==> config.mk <==
export PLATFORM = sky130hd
export DESIGN_NAME = frame_checker_multiflow
export DESIGN_NICKNAME = d
export VERILOG_FILES = /design/src/rtl/frame_checker_multiflow.sv
export SDC_FILE = /design/constraint.sdc
export NUM_CORES = 2
export LEC_CHECK = 0
export BUFFER_PORTS_ARGS = -buffer_cell sky130_fd_sc_hd__buf_4
export CAP_MARGIN = 20
export CELL_PAD_IN_SITES_DETAIL_PLACEMENT = 1
export CELL_PAD_IN_SITES_GLOBAL_PLACEMENT = 1
export CORE_AREA = 3 3 595 597
export CTS_CLUSTER_SIZE = 14
export DETAILED_ROUTE_END_ITERATION = 10
export DIE_AREA = 0 0 598 600
export GPL_ROUTABILITY_DRIVEN = 0
export PLACE_DENSITY = 0.57
export SYNTH_ARGS = -nofsm -noshare
export SYNTH_HDL_FRONTEND = slang
export SYNTH_SLANG_ARGS = --single-unit
==> constraint.sdc <==
create_clock -name clk -period 62.3 [get_ports clk]
set_input_delay 9.345 -clock clk [delete_from_list [all_inputs] [get_ports clk]]
set_output_delay 9.345 -clock clk [all_outputs]
set_load 0.1 [all_outputs]
==> src/rtl/frame_checker_multiflow.sv <==
// frame_checker_multiflow: AXIS register slice that snoops test headers on each frame's first beat
// and keeps per-flow frame/byte/lost/out-of-order counters plus a global bad-header counter.
module frame_checker_multiflow #(
   parameter int          DATA_WIDTH = 512,
   parameter int          ID_WIDTH   = 3,
   parameter int          NUM_FLOWS  = 4,
   parameter int          SEQ_WIDTH  = 32,
   parameter int          CNT_WIDTH  = 48,
   parameter logic [31:0] MAGIC      = 32'h54414E4C,
   parameter int          HDR_OFFSET = 14
) (
   input  logic                    clk,
   input  logic                    rst,
   output logic                    ready,
   input  logic                    start,
   input  logic                    stop,
   input  logic [7:0]              sel_flow,
   output logic [CNT_WIDTH-1:0]    res_frames,
   output logic [CNT_WIDTH-1:0]    res_bytes,
   output logic [CNT_WIDTH-1:0]    res_lost,
   output logic [CNT_WIDTH-1:0]    res_ooo,
   output logic [CNT_WIDTH-1:0]    res_bad,
   output logic [DATA_WIDTH-1:0]   axis_m_data,
   output logic [DATA_WIDTH/8-1:0] axis_m_keep,
   output logic                    axis_m_last,
   output logic [DATA_WIDTH/8-1:0] axis_m_user,
   output logic [ID_WIDTH-1:0]     axis_m_id,
   output logic                    axis_m_valid,
   input  logic                    axis_m_ready,
   input  logic [DATA_WIDTH-1:0]   axis_s_data,
   input  logic [DATA_WIDTH/8-1:0] axis_s_keep,
   input  logic                    axis_s_last,
   input  logic [DATA_WIDTH/8-1:0] axis_s_user,
   input  logic [ID_WIDTH-1:0]     axis_s_id,
   input  logic                    axis_s_valid,
   output logic                    axis_s_ready
);
   localparam int FW = NUM_FLOWS > 1 ? $clog2(NUM_FLOWS) : 1;
   typedef enum logic [1:0] {IDLE, RUN, DRAIN} state_t;
   state_t state;
   logic sof, in_good, acc, hdr_ok, cnt_first, cnt_bytes, mid_next;
   logic [FW-1:0] cur_flow, fi, ci;
   logic [31:0] magic, seq_raw;
   logic [7:0] flow;
   logic [SEQ_WIDTH-1:0] seq, diff;
   logic [CNT_WIDTH-1:0] pop, bad;
   logic [CNT_WIDTH-1:0] frames [NUM_FLOWS];
   logic [CNT_WIDTH-1:0] bytes  [NUM_FLOWS];
   logic [CNT_WIDTH-1:0] lost   [NUM_FLOWS];
   logic [CNT_WIDTH-1:0] ooo    [NUM_FLOWS];
   logic [SEQ_WIDTH-1:0] exp_seq [NUM_FLOWS];

   function automatic logic [CNT_WIDTH-1:0] sat(input logic [CNT_WIDTH-1:0] a, input logic [CNT_WIDTH-1:0] b);
      logic [CNT_WIDTH:0] s;
      s = {1'b0, a} + {1'b0, b};
      return s[CNT_WIDTH] ? '1 : s[CNT_WIDTH-1:0];
   endfunction

   assign ready        = state == IDLE;
   assign axis_s_ready = !axis_m_valid || axis_m_ready;
   assign acc          = axis_s_valid && axis_s_ready;
   // header fields are big-endian byte sequences starting at HDR_OFFSET
   assign magic   = {axis_s_data[8*HDR_OFFSET+:8], axis_s_data[8*(HDR_OFFSET+1)+:8],
                     axis_s_data[8*(HDR_OFFSET+2)+:8], axis_s_data[8*(HDR_OFFSET+3)+:8]};
   assign flow    = axis_s_data[8*(HDR_OFFSET+4)+:8];
   assign seq_raw = {axis_s_data[8*(HDR_OFFSET+5)+:8], axis_s_data[8*(HDR_OFFSET+6)+:8],
                     axis_s_data[8*(HDR_OFFSET+7)+:8], axis_s_data[8*(HDR_OFFSET+8)+:8]};
   assign seq       = seq_raw[SEQ_WIDTH-1:0];
   assign fi        = flow[FW-1:0];
   assign ci        = sof ? fi : cur_flow;
   assign hdr_ok    = magic == MAGIC && 32'(flow) < NUM_FLOWS && &axis_s_keep[HDR_OFFSET+8:0];
   assign diff      = seq - exp_seq[fi];
   assign pop       = CNT_WIDTH'($countones(axis_s_keep));
   assign cnt_first = acc && sof && state == RUN;
   assign cnt_bytes = acc && (sof ? state == RUN && hdr_ok : in_good);
   // a frame is still open after this edge unless the last beat goes through now
   assign mid_next  = acc ? !axis_s_last : !sof;

   always_ff @(posedge clk or posedge rst)
      if (rst) begin
         axis_m_valid <= 1'b0;
         axis_m_data  <= '0;
         axis_m_keep  <= '0;
         axis_m_last  <= 1'b0;
         axis_m_user  <= '0;
         axis_m_id    <= '0;
         sof          <= 1'b1;
      end else begin
         if (axis_s_ready) begin
            axis_m_valid <= axis_s_valid;
            axis_m_data  <= axis_s_data;
            axis_m_keep  <= axis_s_keep;
            axis_m_last  <= axis_s_last;
            axis_m_user  <= axis_s_user;
            axis_m_id    <= axis_s_id;
         end
         if (acc) sof <= axis_s_last;
      end

   always_ff @(posedge clk or posedge rst)
      if (rst) state <= IDLE;
      else
         case (state)
            IDLE:    if (start) state <= RUN;
            RUN:     if (stop) state <= mid_next ? DRAIN : IDLE;
            DRAIN:   if (acc && axis_s_last) state <= IDLE;
            default: state <= IDLE;
         endcase

   always_ff @(posedge clk or posedge rst)
      if (rst) begin
         in_good  <= 1'b0;
         cur_flow <= '0;
         bad      <= '0;
         for (int i = 0; i < NUM_FLOWS; i++) begin
            frames[i]  <= '0;
            bytes[i]   <= '0;
            lost[i]    <= '0;
            ooo[i]     <= '0;
            exp_seq[i] <= '0;
         end
      end else if (state == IDLE && start) begin
         in_good <= 1'b0;
         bad     <= '0;
         for (int i = 0; i < NUM_FLOWS; i++) begin
            frames[i]  <= '0;
            bytes[i]   <= '0;
            lost[i]    <= '0;
            ooo[i]     <= '0;
            exp_seq[i] <= '0;
         end
      end else begin
         if (acc && sof) begin
            in_good  <= state == RUN && hdr_ok;
            cur_flow <= fi;
         end
         if (cnt_first && !hdr_ok) bad <= sat(bad, CNT_WIDTH'(1));
         if (cnt_first && hdr_ok) begin
            frames[fi] <= sat(frames[fi], CNT_WIDTH'(1));
            if (!diff[SEQ_WIDTH-1]) begin
               lost[fi]    <= sat(lost[fi], CNT_WIDTH'(diff));
               exp_seq[fi] <= seq + 1'b1;
            end else ooo[fi] <= sat(ooo[fi], CNT_WIDTH'(1));
         end
         if (cnt_bytes) bytes[ci] <= sat(bytes[ci], pop);
      end

   always_ff @(posedge clk or posedge rst)
      if (rst) begin
         res_frames <= '0;
         res_bytes  <= '0;
         res_lost   <= '0;
         res_ooo    <= '0;
         res_bad    <= '0;
      end else begin
         res_frames <= 32'(sel_flow) < NUM_FLOWS ? frames[sel_flow[FW-1:0]] : '0;
         res_bytes  <= 32'(sel_flow) < NUM_FLOWS ? bytes[sel_flow[FW-1:0]]  : '0;
         res_lost   <= 32'(sel_flow) < NUM_FLOWS ? lost[sel_flow[FW-1:0]]   : '0;
         res_ooo    <= 32'(sel_flow) < NUM_FLOWS ? ooo[sel_flow[FW-1:0]]    : '0;
         res_bad    <= bad;
      end
endmodule

==> results.cfg <==
[logic_synthesis]
synth_cells = 8395
syn_avg_cell_area_um2 = 10.4
synth_edf_count = 0
synthFlopType = dfrtp_1
yosysWarnings = 0
yosysSeqAreaShare = 0.528
synth_cell_type_count = 96
ys_ff_latch = 1835
synth_compound_area_frac = 0.0849
syn-cell-area_um2 = 87000
synthSimpleGateAreaFrac = 0.190
synth_top_family_by_area = simple AND/OR/NAND/NOR gates
muxShareOfSynthArea = 0.111
synth_nets = 9206
synth_fa_ha_area_frac = 0.0270
synth-async-reset-ratio = 1.00
synth_xor_xnor_area_share = 0.0209

[worst_setup_path]
cp.required_ns = 52.95
critPathMaxStageDelay_ns = 0.26
reg2reg_depth = 22
r2r_start = sof$_DFFE_PP1P_
cp_common_cell = buf_4
cp.arrival_ns = 10.03
path_cells = buf_4 > nor2b_4 > inv_8 > buf_4
timing.rr.end = bytes[177]$_DFFE_PP0P_
reg2reg_slack_ns = 52.40
worstSetupEndpointType = output pin
path_delay_family = buffers and inverters
crit_path_max_fanout = 33
critPathSlowestCell = buf_4
critPathBufInv = 3
critPathLaunchType = primary input
crit_type = primary input to output pin

[hold_path]
holdCritPathClass = flop to flop
whs_endpoint = res_bad[25]$_DFF_PP0_
holdCritStartpoint = bad[25]$_DFFE_PP0P_
holdPathStages = 0

[flow_run]
drv_cap = 0

[die]
die-width_um = 598
dieArea_um2 = 359000
core-area_um2 = 349000
fp-row-count = 217
fp.dieH_um = 600
start_util = 0.249
io_pins = 1545

[sta]
hold_slack_ns = 0.383
period_needed_ns = 19.38
hold_viol = 0
skew_ns = 0.100
maxSlewHeadroom = 0.237
clock.fmax_mhz = 51.6
tightest_slew_ns = 1.15
finalCritPeriodShare = 0.311
setup_viol = 0
rsz0062_at_grt = false
slew_violations = 0
finalSetupTns_ns = 0

[pwr]
power.share.clock = 0.365
switching_share = 0.394
combPwrFrac = 0.310
peakVddDrop_v = 0.0000938
p_sw_w = 0.00154
p_seq_frac = 0.325
powerDensity_nw_per_um2 = 35.3
internal_power_w = 0.00238
power_leakage_nw = 52.7

[cells_and_area]
area_growth_pct = 27.7
n_fill_cell = 39300
nets = 10500
utilization = 0.318
drive_above_1_share = 0.256

[run_status]
status = finished, final reports clean

[clocking]
clk_path_buf_depth = 4
root_buffer = clkbuf_16
cts_resized = 0
cts_buffers = 227
h-tree-depth = 4
clock-sinks = 1835
cts_setup_buffers = 0
cts_tree = yes
hold_buffers = 0
insertion_delay_ns = 0.94
path_clk_slew_ns = 0.06

[place]
port_buffers = 1544
hpwl_um = 350000

[drt]
viasPerCell = 5.07
firstDrtPassIters = 7
vias = 73600
antenna_left = 0
wl_um = 472000
drtIter0Drc = 5969
drcViolationCount = 0
wl_per_cell_um = 32.5

[grt]
grt_pass1_vias = 76700
grt_first_pass_wirelength_um = 646000
grt_max_degree = 206
antenna_found_initial = 103
grt_usage = 0.256
gr-total-overflow = 0
[cells by family after synthesis]
| kind of cell | Yosys count |
|---|---|
| AND/OR/NAND/NOR | 3706 |
| adder cells (fa/ha/maj) | 153 |
| AO/OA/AOI/OAI | 1275 |
| XOR/XNOR | 207 |
| flip-flops | 1835 |
| multiplexers | 448 |
| buffers and inverters | 771 |
[worst reg2reg max path: stages, from the launching register on]
cell       delay (ns)
dfstp_2          0.69
mux2_4           0.72
mux4_2           0.64
inv_1            0.14
fa_1             0.45
fa_1             0.53
fa_1             0.43
fa_1             0.54
fa_1             0.45
fa_1             0.48
fa_1             0.51
fa_1             0.21
inv_1            0.08
fa_1             0.45
a21oi_1          0.21
o21ai_0          0.14
a2111oi_0        0.69
o21bai_1         0.45
and3_1           0.35
nand4_1          0.22
or3_2            0.78
nand2_1          0.27
a22o_1           0.29
[metrics by stage]
stage	std cells	instance area, um^2	setup slack [ns]	power (W)
3_5_place_dp	14000	103000	42.93	0.00250
6_report	14500	111000	42.92	0.00392
3_3_place_gp	14000	103000	42.94	0.00249
5_1_grt	14500	111000	42.92	0.00409
4_1_cts	14500	111000	42.93	0.00395
2_1_floorplan	8395	87000	1.15	0.00208
[routing by layer]
layer,part of all wire,global-route usage,up-vias,wire length (um)
li1,-,-,31800,-
met2,0.46,0.404,2624,219000
met3,0.092,0.0895,617,43500
met1,0.38,0.304,38500,182000
met5,0.0012,0.00588,-,561
met4,0.058,0.140,34,27300
[registers in the layout, indices dropped and copies added, names as in the netlist, 64 cells and up]
| register | count |
|---|---|
| axis_m_keep | 64 |
| axis_m_data | 512 |
| axis_m_user | 64 |
| frames | 192 |
| exp_seq | 128 |
| ooo | 192 |
| bytes | 192 |
| lost | 192 |
[cell usage in the layout, fill, tap and decap left out, drive strengths merged, types with 11 or more instances in the layout]
cell type  instances
nor2b             22
a211oi            20
bufinv            27
or3               15
or2               12
mux4             407
xor2              91
buf             1644
a22oi             22
a21o              29
clkinv            47
a22o             124
and4              18
a21oi            102
xnor2            116
ha                95
and2              30
dfrtp           1834
inv              183
nand3            811
o21bai            11
nand2           2121
o21a              13
a311oi            18
nand2b            19
nor3              57
a31oi             15
o21ai            862
nor4              18
o211ai            12
nand4             43
and3             245
fa                58
nor2             262
clkbuf           325
diode             56
mux2i             37
[synth_stat cells (all sizes together), types with 58 or more instances]
| library cell | number | area share |
|---|---|---|
| clkbuf | 427 | 0.018 |
| a22o | 124 | 0.012 |
| buf | 170 | 0.013 |
| mux4 | 407 | 0.11 |
| o21ai | 862 | 0.050 |
| and3 | 245 | 0.018 |
| nand2 | 2121 | 0.092 |
| nor2 | 262 | 0.012 |
| xor2 | 91 | 0.0092 |
| fa | 58 | 0.013 |
| nand3 | 811 | 0.048 |
| inv | 174 | 0.0075 |
| xnor2 | 116 | 0.012 |
| dfrtp | 1834 | 0.53 |
| ha | 95 | 0.014 |
| a21oi | 102 | 0.0059 |
[worst max path at each step]
| stage | startpoint | end | slack (ns) | cells after the start |
|---|---|---|---|---|
| after global routing | axis_m_ready | axis_s_ready | 42.92 | 4 |
| after floorplan | rst | axis_m_data[0]$_DFFE_PP0N_ | 1.15 | 1 |
| after CTS | axis_m_ready | axis_s_ready | 42.93 | 4 |
| after global placement | axis_m_ready | axis_s_ready | 42.94 | 4 |
| final | axis_m_ready | axis_s_ready | 42.92 | 4 |
| after detailed placement | axis_m_ready | axis_s_ready | 42.93 | 4 |
[power groups by stage]
stage | sequential [W] | combinational [W] | clock (W)
final | 0.00127 | 0.00122 | 0.00143
after global routing | 0.00127 | 0.00130 | 0.00152
after CTS | 0.00127 | 0.00122 | 0.00147
after detailed placement | 0.00129 | 0.00121 | 0
after global placement | 0.00129 | 0.00120 | 0
after floorplan | 0.00160 | 0.000484 | 0
[final cells by class]
cell class,instances,area (um^2),share of cell area
Antenna cell,56,140,0.00126
Clock buffer,325,6660,0.0600
Clock inverter,90,1320,0.0119
Inverter,174,668,0.00601
Multi-Input combinational cell,5789,38000,0.342
Sequential cell,1835,45900,0.413
Tap cell,4599,5750,0.0518
Timing Repair Buffer,1644,12700,0.114
Power figures use the tool's default switching activity.
